--- src/rtl/lightbar_sequencer.sv ---
// Lightbar pattern engine: steps an N-bit LED frame once per divider tick.
// Supported patterns are off, half-flash, single-LED bounce and progressive fill.
module lightbar_sequencer #(
  parameter int unsigned N = 8
) (
  input  logic         CLK_IN,
  input  logic         RESET,
  input  logic         TICK_IN,
  input  logic [1:0]   MODE_IN,
  input  logic         FREEZE_IN,
  output logic [N-1:0] LED_OUT,
  output logic         WRAP_OUT
);

  localparam int unsigned PW = $clog2(N);

  localparam logic [N-1:0] ONE        = N'(1);
  localparam logic [N-1:0] LOWER_HALF = {{(N/2){1'b0}}, {(N/2){1'b1}}};
  localparam logic [N-1:0] UPPER_HALF = ~LOWER_HALF;

  typedef enum logic [1:0] {
    ST_OFF    = 2'd0,
    ST_FLASH  = 2'd1,
    ST_BOUNCE = 2'd2,
    ST_FILL   = 2'd3
  } state_t;

  typedef enum logic {
    DIR_UP   = 1'b0,
    DIR_DOWN = 1'b1
  } dir_t;

  state_t          state_q, state_d;
  state_t          mode_sel;
  dir_t            dir_q, dir_d;
  logic [PW-1:0]   pos_q, pos_d;
  logic [N-1:0]    led_d;
  logic            wrap_d;
  logic            step;

  assign step = TICK_IN & ~FREEZE_IN;

  // Decode the requested pattern into the state encoding.
  always_comb begin
    mode_sel = ST_OFF;
    case (MODE_IN)
      2'd0:    mode_sel = ST_OFF;
      2'd1:    mode_sel = ST_FLASH;
      2'd2:    mode_sel = ST_BOUNCE;
      default: mode_sel = ST_FILL;
    endcase
  end

  // Next-state, position, direction, frame and wrap pulse for one step.
  always_comb begin
    state_d = state_q;
    pos_d   = pos_q;
    dir_d   = dir_q;
    led_d   = LED_OUT;
    wrap_d  = 1'b0;

    if (step) begin
      if (mode_sel != state_q) begin
        // Mode change restarts the new pattern and suppresses any wrap.
        state_d = mode_sel;
        pos_d   = '0;
        dir_d   = DIR_UP;
        case (mode_sel)
          ST_OFF:    led_d = '0;
          ST_FLASH:  led_d = LOWER_HALF;
          ST_BOUNCE: led_d = ONE;
          default:   led_d = '0;
        endcase
      end else begin
        case (state_q)
          ST_OFF: begin
            led_d  = '0;
            wrap_d = 1'b1;
          end

          ST_FLASH: begin
            if (LED_OUT == LOWER_HALF) begin
              led_d = UPPER_HALF;
            end else begin
              led_d  = LOWER_HALF;
              wrap_d = 1'b1;
            end
          end

          ST_BOUNCE: begin
            // Direction flips on the edge that reaches an end, so end LEDs never repeat.
            if (dir_q == DIR_UP) begin
              pos_d = pos_q + PW'(1);
              if (pos_q == PW'(N - 2)) begin
                dir_d = DIR_DOWN;
              end
            end else begin
              pos_d = pos_q - PW'(1);
              if (pos_q == PW'(1)) begin
                dir_d  = DIR_UP;
                wrap_d = 1'b1;
              end
            end
            led_d = ONE << pos_d;
          end

          default: begin
            // pos parks at N-1 once the last LED is set; the full frame triggers the clear.
            if (LED_OUT == '1) begin
              led_d  = '0;
              pos_d  = '0;
              wrap_d = 1'b1;
            end else begin
              led_d = LED_OUT | (ONE << pos_q);
              if (pos_q != PW'(N - 1)) begin
                pos_d = pos_q + PW'(1);
              end
            end
          end
        endcase
      end
    end
  end

  // State and output registers with asynchronous clear.
  always_ff @(posedge CLK_IN or posedge RESET) begin
    if (RESET) begin
      state_q  <= ST_OFF;
      pos_q    <= '0;
      dir_q    <= DIR_UP;
      LED_OUT  <= '0;
      WRAP_OUT <= 1'b0;
    end else begin
      state_q  <= state_d;
      pos_q    <= pos_d;
      dir_q    <= dir_d;
      LED_OUT  <= led_d;
      WRAP_OUT <= wrap_d;
    end
  end

endmodule

--- config.mk ---
export PLATFORM = sky130hd
export DESIGN_NAME = lightbar_sequencer
export DESIGN_NICKNAME = d
export VERILOG_FILES = /design/src/rtl/lightbar_sequencer.sv
export SDC_FILE = /design/constraint.sdc
export NUM_CORES = 1
export LEC_CHECK = 0
export CAP_MARGIN = 20
export CORE_MARGIN = 1.5
export CORE_UTILIZATION = 47
export DETAILED_ROUTE_END_ITERATION = 16
export PLACE_DENSITY = 0.72
export SYNTH_ARGS = -nofsm -noshare
export SYNTH_HDL_FRONTEND = slang
export SYNTH_SLANG_ARGS = --single-unit
export TNS_END_PERCENT = 5
--- constraint.sdc ---
create_clock -name CLK_IN -period 3.7 [get_ports CLK_IN]
set_input_delay 0.74 -clock CLK_IN [delete_from_list [all_inputs] [get_ports CLK_IN]]
set_output_delay 0.74 -clock CLK_IN [all_outputs]
set_load 0.01 [all_outputs]
After elaboration in Yosys (flattened, before gate mapping)
Cells that the tools add are included.
Word-level totals
  input port bits: 6
  logic and storage cells: 59
  output and inout bits: 9
  flip-flop bits (word level): 15
Cells by class
  muxes and demuxes: 26
  add/subtract/negate cells: 2
  equal/unequal tests: 13
  reduce and logical (&&, ||, !) cells: 8
  shifts and indexed selects: 2
  bitwise operators: 3
Operators by type and width (count)
  8-bit 2-to-1 mux: 3
  8-bit one-hot mux with 3 select lines: 1
  3-bit 2-to-1 mux: 7
  1-bit by 3-bit left shift with 8-bit output (first input constant): 2
  1-bit 2-to-1 mux: 11
  8-bit by 4-bit == test with 1-bit output (second input constant): 1
  8-bit == test (second input constant): 1
  8-bit OR: 1
  4-bit one-hot mux with 2 select lines: 1
  2-bit by 1-bit == test with 1-bit output (second input constant): 3
  2-bit == test (second input constant): 3
  2-bit one-hot mux with 3 select lines: 1
  3-bit one-hot mux with 2 select lines: 1
  2-bit zero test: 2
  2-bit AND reduction: 2
  4-bit nonzero test: 1
  3-bit by 1-bit adder with 3-bit output (second input constant): 1
  3-bit by 1-bit == test with 1-bit output (second input constant): 1
  3-bit == test (second input constant): 1
  3-bit != test (second input constant): 1
  1-bit one-hot mux with 3 select lines: 1
  3-bit AND reduction: 1
  3-bit by 1-bit subtractor with 3-bit output (second input constant): 1
  2-bit by 1-bit != test with 1-bit output (second input constant): 1
  other kinds (5): 5

Logic depth before layout (Yosys ltp)
Gate-level depths: netlist of run 1.
  depth after elaboration: 8
  gate-level depth with buffers: 7

Worst setup path after synthesis of run 1
No wires, ideal clock.
  kind: input-to-reg
  start point: input port MODE_IN[1]
  end point: register LED_OUT[1]
  library setup time: 126 ps
  stages on the path: 6
  data required time: 3574 ps
  slack: 1591 ps
  arrival: 1983 ps
  path through: inv_1 > ha_1 > o21a_1 > o21ai_1 > nor2_1 > a221o_1
Between the ends
  word-level cells in the longest chain between the ends: 5
  elaborated cells between the ends (all ways): 9
Ends and longest elaborated chain
  start, declared: line 9  | input logic [1:0] MODE_IN,
  2-bit == test, or another cell as far along: line 46  | case (MODE_IN)
  2-bit one-hot mux with 3 select lines *: line 46
  2-bit == test / 2-bit by 1-bit == test with 1-bit output (equally long branches): line 68  | case (mode_sel)
  4-bit one-hot mux with 2 select lines: line 68
  8-bit 2-to-1 mux *: line 63  | if (mode_sel != state_q) begin
  end signal, assigned: line 137  | LED_OUT <= led_d;
  end, declared: line 11  | output logic [N-1:0] LED_OUT,
Every way passes the cells marked *; elsewhere a longest branch is shown, timed or not.
A chain may end at the register's enable or synchronous reset.

Worst setup path in the final report of run 1
  start point: input port MODE_IN[1]
  end point: register LED_OUT[3]
Same word-level chain as after synthesis.

==> results.md, run 1 <==
| Metric | This run |
|---|---|
| DPL Wire Length | 2230 µm |
| Dominant register cell in the synthesized netlist | dfrtp_1 |
| CTS sink cnt | 15 |
| Reg-to-reg critical path startpoint | pos_q[0] |
| Total grt overflow | 0 |
| Post-synth cell types | 41 |
| CP Data Required Time | 3890 ps |
| Antenna violations before repair | 0 |
| Result of the run | complete, no violations |
| Transition time at the pin with the least slew margin | 594 ps |
| Largest family of logic cells by synthesized area | compound AO/OA/AOI/OAI gates |
| Portion of the post-synthesis area used by sequential elements | 32.2% |
| Count of buffers added by post-CTS timing repair for setup | 0 |
| Io pins | 15 |
| Total power per unit cell area | 481 nW/µm² |
| Number of cells on the worst reg-to-reg path | 7 |
| Achievable frequency | 364 MHz |
| Number of synthesis warnings | 0 |
| CTS Hold Bufs | 0 |
| Grt met1 use | 33.0% |
| Worst slack at placement | 704 ps |
| Arrival time worst endpoint | 2940 ps |
| Total routing resource utilization after global routing | 25.9% |
| Post-route insts no fill | 173 |
| Total instance count after detailed placement | 169 |
| Final worst clock skew | 7.82 ps |
| Path type of the worst setup path | in -> reg |
| Die ar. | 2790 µm² |
| # diodes | 0 |
| Slack of the critical path | 950 ps |
| Share of final-layout standard cells stronger than drive strength 1 | 5.52% |
| Post-Synth Adder-Cell Area | 10.7% |
| Die width | 52.8 µm |
| Multiplexer share of the synthesized area | 1.71% |
| Initial cell density of the core | 51.3% |
| Total wirelength of the detailed-routed design | 2980 µm |
| Max transition margin | 60.3% |
| Area growth from synthesis to layout | 14.4% |
| Layout Nets | 162 |
| TritonCTS clock tree | built |
| Remaining DRCs | 0 |
| Clock slew at reported path FFs | 100 ps |
| Gate count after technology mapping | 135 |
| Synth Net Count | 151 |
| EDFF count, synth | 0 |
| R2R setup slack | 1550 ps |
| Placeable core region | 2280 µm² |
| Top fanout value on the critical path | 8 |
| Detail-routed net length per standard cell | 17.2 µm |
| Smallest hold slack | 573 ps |
| Routed via count | 1,127 |
| CTS Root Cell | clkbuf_4 |
| Final GP Congestion | 0.968 |
| CTS Buffer Depth | 2 |
| Height of the die | 52.8 µm |
| Synthesized area | 1170 µm² |
| Number of flip-flops and latches in the synthesized netlist | 15 |
| Endpoint of the most critical setup path | LED_OUT[3] |
| Number of pins exceeding their max-slew limit in the final report | 0 |
| Pleak | 0.574 nW |
| Final-layout setup total negative slack | 0 ps |
| Kind of path behind the tightest hold check | reg -> reg |
| Per-instance average area after synthesis | 8.65 µm² |
| Number of global-route vias before repair | 1,098 |
| H-tree depth reported by CTS | 1 |
| Commonest cells after routing, fill and taps aside | dfrtp_1 (15), a21oi_1 (15), clkdlybuf4s50_1 (14) |
| Number of failing setup endpoints in the final timing report | 0 |
| Worst voltage drop across the vdd grid | 0.000284 V |
| Maximum number of pins on one net before global-route repair | 16 |
| Xor and xnor fraction of the mapped netlist area | 2.25% |
| # rows | 17 |
| Antenna-violating nets left | 0 |
| Unrepaired setup endpoints after global routing | no |
| Met3 usage | 4.86% |
| Fraction of registers with async set or reset after synthesis | 100% |
| Startpoint of the most critical setup path | MODE_IN[1] |
| Final Hold Vio Count | 0 |
| R2r endpoint | LED_OUT[7] |
| Post-CTS resize count | 0 |
| Buffers added on ports | 14 |
| Sort of element at the start of the critical path | input pin |
| Met2 Resource Use GR | 44.0% |
| Wire length of the first global-routing pass | 5220 µm |
| Min Clock Period, post-route | 2750 ps |
| Compound-cell area share of the yosys netlist | 31.9% |
| Maxcap violations | 0 |
| Drt first-iter violations | 55 |
| Inserted Clock Buffers | 3 |
| Number of iterations in the first detailed-routing pass | 5 |
| Endpoint type of the worst setup path | register |
| Busiest metal layer after global routing | met2 |
| Post-Synth Simple-Gate Area | 15.8% |
| Final worst-path cycle share | 74.3% |
| Routed vias/inst | 6.51 |
| Insertion delay to the later sink of the worst-skew pair | 300 ps |
==> synthesized netlist by cell type, types with 3 or more instances <==
cell | number | share of area [%]
nand2_1 | 9 | 2.9
buf_2 | 3 | 1.3
nor2_1 | 7 | 2.3
inv_1 | 8 | 2.6
a21oi_1 | 15 | 6.4
nor2b_1 | 3 | 1.6
o21a_1 | 3 | 1.9
dfrtp_1 | 15 | 32
a31oi_1 | 5 | 2.7
clkbuf_1 | 5 | 1.6
ha_1 | 10 | 11
nand4_1 | 3 | 1.6
o21ai_0 | 9 | 3.9
a221o_1 | 3 | 2.6
==> worst min-delay path by stage <==
stage / startpoint / slack (ps) / depth (start not counted) / endpoint
global placement: LED_OUT[6] / 540 / 2 / LED_OUT[6]
detailed placement: LED_OUT[7] / 550 / 2 / LED_OUT[7]
CTS: LED_OUT[6] / 580 / 2 / LED_OUT[6]
global route: LED_OUT[4] / 620 / 1 / LED_OUT[4]
floorplan: pos_q[1] / 520 / 2 / pos_q[1]
finish: LED_OUT[6] / 570 / 2 / LED_OUT[6]
==> sequential cells by signal, indices dropped and copies added, names as in the netlist <==
| signal | cells |
|---|---|
| dir_q | 1 |
| pos_q | 3 |
| state_q | 2 |
| WRAP_OUT | 1 |
| LED_OUT | 8 |
==> final cells by class <==
type                    instances  area (µm²)
fillers                       200         941
repair buffers                 14         140
well taps                      28        35.0
inverters                       8        30.0
flip-flops and latches         15         375
multi-input cells             104         728
clock buffers                   4        26.3
==> critical path: stages <==
cell and delay, ps:
clkdlybuf4s50_1 580, inv_1 110, ha_1 220, o21a_1 220, o21ai_1 470, nor2_1 250, a221o_1 350
==> report_power, final <==
| group | switching [mW] | leakage, nW | internal [mW] | total [mW] |
|---|---|---|---|---|
| clock network | 0.0590 | 0.0150 | 0.0420 | 0.101 |
| registers | 0.0563 | 0.198 | 0.192 | 0.248 |
| logic | 0.158 | 0.361 | 0.135 | 0.293 |
==> cells by family after synthesis <==
logic type                 after synthesis
and+or+nand+nor                         34
AOI/OAI and AO/OA                       55
DFF                                     15
buffers and inverters                   16
muxes                                    2
adders and majority gates               10
xor gates and xnor gates                 3
==> stage by stage <==
step	utilization [%]	power, mW	area, µm²
2_1_floorplan	-	0.447	1170
3_3_place_gp	57.5	0.534	1310
3_5_place_dp	57.5	0.537	1310
4_1_cts	58.7	0.636	1340
5_1_grt	58.7	0.690	1340
6_report	58.7	0.643	1340
==> per-layer routing <==
metal | vias to the layer above | share of wire [%]
met2 | 62 | 48
met4 | 0 | 1.2
met3 | 5 | 8.0
met1 | 539 | 42
li1 | 521 | -
met5 | - | 0
No activity file was read; power rests on OpenSTA's default activity.
==> inputs of run 2 (changes only) <==
- clock period: 3.7 -> 2.8 ns (I/O delays scaled with it)
==> run 2 against run 1 <==
Combinational power increased by 34%. First-iteration DRC count decreased by 22%. Final cell count increased by 1.7%. Non-clock buffer count increased by 3. Total power increased by 33%. Hold slack improved by 16 ps. Largest cell class unchanged.
==> results.md, run 2 (same netlist as run 1, synthesis figures left out) <==
| Metric | This run |
|---|---|
| Result of the run | complete, no violations |
| Area growth from synthesis to layout | 16.4% |
| Share of final-layout standard cells stronger than drive strength 1 | 8.11% |
| Arrival time worst endpoint | 2570 ps |
| Largest Register | LED_OUT |
| Height of the die | 52.8 µm |
| Flip-flop count of the largest register after layout | 8 |
| # diodes | 0 |
| Achievable frequency | 420 MHz |
| Largest registers | LED_OUT: 8 flops, pos_q: 3 flops, state_q: 2 flops |
| Area occupied by registers | 375 µm² |
| Drt first-iter violations | 43 |
| Routed vias/inst | 6.41 |
| DPL Wire Length | 2290 µm |
| Maximum number of pins on one net before global-route repair | 16 |
| Inserted Clock Buffers | 3 |
| TritonCTS clock tree | built |
| Startpoint of the most critical setup path | MODE_IN[1] |
| Number of global-route vias before repair | 1,122 |
| # rows | 17 |
| Commonest cells after routing, fill and taps aside | dfrtp_1 (15), a21oi_1 (15), clkdlybuf4s50_1 (14) |
| Buffers added on ports | 14 |
| Number of pins exceeding their max-slew limit in the final report | 0 |
| Die width | 52.8 µm |
| Transition time at the pin with the least slew margin | 607 ps |
| Reg-to-reg critical path startpoint | pos_q[0] |
| Total grt overflow | 0 |
| Area of placed instances | 1330 µm² |
| Final worst clock skew | 0.717 ps |
| Top fanout value on the critical path | 7 |
| CP Data Required Time | 2980 ps |
| Die ar. | 2790 µm² |
| Wire length of the first global-routing pass | 4970 µm |
| Number of iterations in the first detailed-routing pass | 4 |
| Path type of the worst setup path | in -> reg |
| Endpoint type of the worst setup path | register |
| CTS Hold Bufs | 0 |
| CTS Buffer Depth | 2 |
| R2r endpoint | LED_OUT[6] |
| Endpoint of the most critical setup path | LED_OUT[2] |
| Unrepaired setup endpoints after global routing | no |
| Initial cell density of the core | 51.3% |
| Min Clock Period, post-route | 2380 ps |
| Final Hold Vio Count | 0 |
| FILL cells | 192 |
| Number of cells on the worst reg-to-reg path | 7 |
| Kind of path behind the tightest hold check | reg -> reg |
| Antenna-violating nets left | 0 |
| Antenna violations before repair | 0 |
| Final worst-path cycle share | 85.0% |
| CTS Root Cell | clkbuf_4 |
| Detail-routed net length per standard cell | 17.1 µm |
| Total wirelength of the detailed-routed design | 3000 µm |
| Worst voltage drop across the vdd grid | 0.000522 V |
| Placeable core region | 2280 µm² |
| Total routing resource utilization after global routing | 25.1% |
| Post-route insts no fill | 176 |
| Post-route cell area | 1360 µm² |
| Multi-input logic area | 728 µm² |
| Final-layout setup total negative slack | 0 ps |
| Routed via count | 1,129 |
| Io pins | 15 |
| Max transition margin | 59.5% |
| Number of failing setup endpoints in the final timing report | 0 |
| Final GP Congestion | 0.932 |
| Share of the core filled with cells | 59.7% |
| Insertion delay to the later sink of the worst-skew pair | 290 ps |
| H-tree depth reported by CTS | 1 |
| Pleak | 0.591 nW |
| Total power per unit cell area | 629 nW/µm² |
| Maxcap violations | 0 |
| CTS sink cnt | 15 |
| Layout Nets | 165 |
| R2R setup slack | 690 ps |
| Count of buffers added by post-CTS timing repair for setup | 0 |
| Clock slew at reported path FFs | 90 ps |
| Post-CTS resize count | 0 |
| Sort of element at the start of the critical path | input pin |
| Remaining DRCs | 0 |
| Total instance count after detailed placement | 172 |
-- run 2: cell types whose count changed in the layout (fill, tap and decap cells not counted), sizes merged --
cell	delta
clkinv	+1
buf	+3
clkbuf	-1
-- run 2: layout make-up --
cell class | count | area share (%)
Tap cell | 28 | 2.58
Clock buffer | 3 | 1.66
Clock inverter | 1 | 0.368
Multi-Input combinational cell | 104 | 53.6
Inverter | 8 | 2.21
Timing Repair Buffer | 17 | 12.0
Sequential cell | 15 | 27.6
-- run 2: power breakdown --
part	internal, mW	switching [mW]	leakage (nW)
Combinational	0.184	0.208	0.376
Sequential	0.254	0.0796	0.198
Clock	0.0532	0.0763	0.0177
Total	0.491	0.364	0.591
-- run 2: metal layers --
layer	share of wire (%)	track usage, %	vias up
met5	0	0	-
met4	2.0	13.2	0
met3	9.5	9.14	8
met2	45	37.5	57
met1	44	31.2	536
li1	-	-	528
-- run 2: worst min path at each step --
| stage | startpoint | endpoint | slack, ps | cells past startpoint |
|---|---|---|---|---|
| 3_5_place_dp | LED_OUT[7] | LED_OUT[7] | 560 | 2 |
| 2_1_floorplan | RESET | LED_OUT[0] | 460 | 1 |
| 5_1_grt | LED_OUT[6] | LED_OUT[6] | 600 | 2 |
| 3_3_place_gp | LED_OUT[7] | LED_OUT[7] | 540 | 2 |
| 4_1_cts | LED_OUT[7] | LED_OUT[7] | 580 | 2 |
| 6_report | LED_OUT[1] | LED_OUT[1] | 590 | 1 |
-- run 2: stage by stage --
stage	hold slack [ps]	setup slack [ps]	power, mW
after floorplan	461	871	0.590
after global placement	535	227	0.714
after detailed placement	559	131	0.720
after CTS	583	432	0.847
after global routing	604	299	0.915
final	589	419	0.855
-- run 2: worst max-delay path, cell delays in order --
cell and delay (ps):
clkdlybuf4s50_1 560, inv_1 100, ha_1 210, o21a_1 230, o21ai_1 360, nor2_1 210
a221o_1 330
==> inputs of run 3 (changes only) <==
- ABC_AREA: unset -> 1
- PLACE_DENSITY: 0.72 -> 0.7
- RECOVER_POWER: unset -> 50
==> run 3 against run 2 <==
Flip-flop and latch count unchanged. Via count rose by 19%. Total power hardly changed. Largest cell class unchanged. Largest power group unchanged.
==> results.md, run 3 <==
| Metric | This run |
|---|---|
| H-tree depth reported by CTS | 1 |
| Number of failing setup endpoints in the final timing report | 0 |
| Initial cell density of the core | 49.2% |
| Top cell type's share of synthesized area | 27.7% |
| Die ar. | 3220 µm² |
| Area growth from synthesis to layout | 14.1% |
| Sort of element at the start of the critical path | input pin |
| Smallest hold slack | 553 ps |
| TritonCTS clock tree | built |
| Height of the die | 56.7 µm |
| Routed vias/inst | 5.07 |
| Dominant register cell in the synthesized netlist | dfrtp_1 |
| Placeable core region | 2760 µm² |
| Antenna violations before repair | 0 |
| CTS Root Cell | clkbuf_4 |
| Number of synthesis warnings | 0 |
| Largest Register | LED_OUT |
| Final worst-path cycle share | 73.3% |
| Detail-routed net length per standard cell | 11.6 µm |
| Share of final-layout standard cells stronger than drive strength 1 | 9.87% |
| Max transition margin | 60.4% |
| Post-route insts no fill | 264 |
| Number of stages on the worst setup path | 11 |
| Endpoint type of the worst setup path | register |
| Share of the core filled with cells | 56.1% |
| Layout Nets | 250 |
| Total power per unit cell area | 552 nW/µm² |
| Clock slew at reported path FFs | 110 ps |
| Routed via count | 1,339 |
| Flip-flop count of the largest register after layout | 8 |
| Portion of the post-synthesis area used by sequential elements | 27.7% |
| Number of pins exceeding their max-slew limit in the final report | 0 |
| Pleak | 0.827 nW |
| CTS Buffer Depth | 2 |
| Commonest cells after routing, fill and taps aside | nand2_1 (83), inv_1 (28), nor2_1 (20) |
| Top-count cell post-synth | nand2_1 |
| Final GP Congestion | 0.915 |
| Fraction of registers with async set or reset after synthesis | 100% |
| Total routing resource utilization after global routing | 20.8% |
| CP Data Required Time | 3000 ps |
| Cell type contributing the most total cell area after synthesis | dfrtp_1 |
| DPL Wire Length | 2370 µm |
| Arrival time worst endpoint | 2260 ps |
| Hold Path Cell Cnt | 2 |
| Path type of the worst setup path | in -> reg |
| Post-CTS resize count | 0 |
| Power consumption | 0.855 mW |
| Total wirelength of the detailed-routed design | 3070 µm |
| # rows | 19 |
| # diodes | 0 |
| Per-instance average area after synthesis | 6.25 µm² |
| Synthesized area | 1360 µm² |
| Number of global-route vias before repair | 1,188 |
| EDFF count, synth | 0 |
| Antenna-violating nets left | 0 |
| Die width | 56.7 µm |
| Maximum number of pins on one net before global-route repair | 16 |
| Gate count after technology mapping | 217 |
| Min Clock Period, post-route | 2050 ps |
| Wire length of the first global-routing pass | 5240 µm |
| Leading cell type in the layout, fill and taps excluded | nand2_1 |
| Kind of path behind the tightest hold check | reg -> reg |
| Most frequent cell on the critical path | nand2_1 |
| Final worst clock skew | 4.29 ps |
| Remaining DRCs | 0 |
| Number of flip-flops and latches in the synthesized netlist | 15 |
| Maxcap violations | 0 |
| Critical-path cell with the highest stage delay | dlygate4sd3_1 |
| Max incr delay on CP | 600 ps |
| Inserted Clock Buffers | 3 |
| Io pins | 15 |
| Result of the run | complete, no violations |
| Cell class contributing the biggest share of worst-path delay | buffers and inverters |
| Count of buffers added by post-CTS timing repair for setup | 0 |
| Achievable frequency | 487 MHz |
| Top post-synthesis cells by count | nand2_1 (83), inv_1 (28), nor2_1 (20) |
| Crit path buffers/inverters | 2 |
| Unrepaired setup endpoints after global routing | no |
| CTS sink cnt | 15 |
| CTS Hold Bufs | 0 |
| Post-synth cell types | 23 |
| Number of iterations in the first detailed-routing pass | 4 |
| Most area-consuming cells after synthesis | dfrtp_1 (28%), nand2_1 (23%), ha_1 (9.2%) |
| Final Hold Vio Count | 0 |
| Number of cells on the worst reg-to-reg path | 11 |
| Total grt overflow | 0 |
| Buffers added on ports | 14 |
| Transition time at the pin with the least slew margin | 593 ps |
| Insertion delay to the later sink of the worst-skew pair | 300 ps |
| Top fanout value on the critical path | 4 |
| Drt first-iter violations | 47 |
| Largest registers | LED_OUT: 8 flops, pos_q: 3 flops, state_q: 2 flops |
| Synth Net Count | 233 |
| Worst voltage drop across the vdd grid | 0.000411 V |
| Final-layout setup total negative slack | 0 ps |
| Total instance count after detailed placement | 260 |
| Cell-by-cell trace of the critical path | dlygate4sd3_1 > inv_1 > ha_1 > nor2_1 > nand2_1 > nand2_4 > nor2_8 > o21ai_1 > nor2_1 > nand2_1 > nand2_1 |
-- run 3: layout make-up --
class                   instances  area, µm²
inverters                      34        128
repair buffers                 15        148
clock buffers                   3       22.5
flip-flops and latches         15        375
fillers                       283       1210
multi-input cells             165        831
clock inverters                 1       5.00
well taps                      31       38.8
-- run 3: worst reg2reg max path, cell delays in order, from the launching register on --
cell and delay (ps):
dfrtp_1 510, inv_1 160, ha_1 340, inv_1 80
nand2_1 50, nand2_1 120, inv_1 70, nor2_1 150
nand3_1 90, nand2_1 70, nand3_1 60, nand2_1 70
-- run 3: cell families (layout without fill, tap and decap cells) --
kind of cell,count (synthesis),in the layout,synth area share (%)
flops,15,15,27.7
simple gates,135,135,43.9
compound gates,20,20,8.12
fa+ha+maj,10,10,9.23
buf+inv,37,53,11.1
-- run 3: per-layer routing --
| metal | GRT usage [%] | up-vias | share of wire [%] |
|---|---|---|---|
| li1 | - | 701 | - |
| met3 | 2.30 | 6 | 3.8 |
| met5 | 0 | - | 0 |
| met1 | 28.6 | 599 | 51 |
| met4 | 6.46 | 0 | 1.2 |
| met2 | 33.9 | 33 | 44 |
-- run 3: path summary, 6_finish.rpt --
check,start,endpoint,slack (ps)
setup / recovery,MODE_IN[1],pos_q[2],750
min in group asynchronous,RESET,LED_OUT[3],750
hold / removal,LED_OUT[0],LED_OUT[0],550
max in group asynchronous,RESET,pos_q[0],1660
hold reg to reg,LED_OUT[0],LED_OUT[0],550
setup reg to reg,pos_q[0],LED_OUT[6],990
-- run 3: metrics by stage --
step                      area (µm²)  setup WS (ps)
after global routing            1550            566
final                           1550            747
after floorplan                 1360           1200
after CTS                       1550            803
after global placement          1520            512
after detailed placement        1520            496
-- run 3: report_power, final --
part | switching [mW] | total [mW] | internal [mW]
clock | 0.0834 | 0.137 | 0.0533
sequential | 0.0507 | 0.301 | 0.250
combinational | 0.261 | 0.417 | 0.157
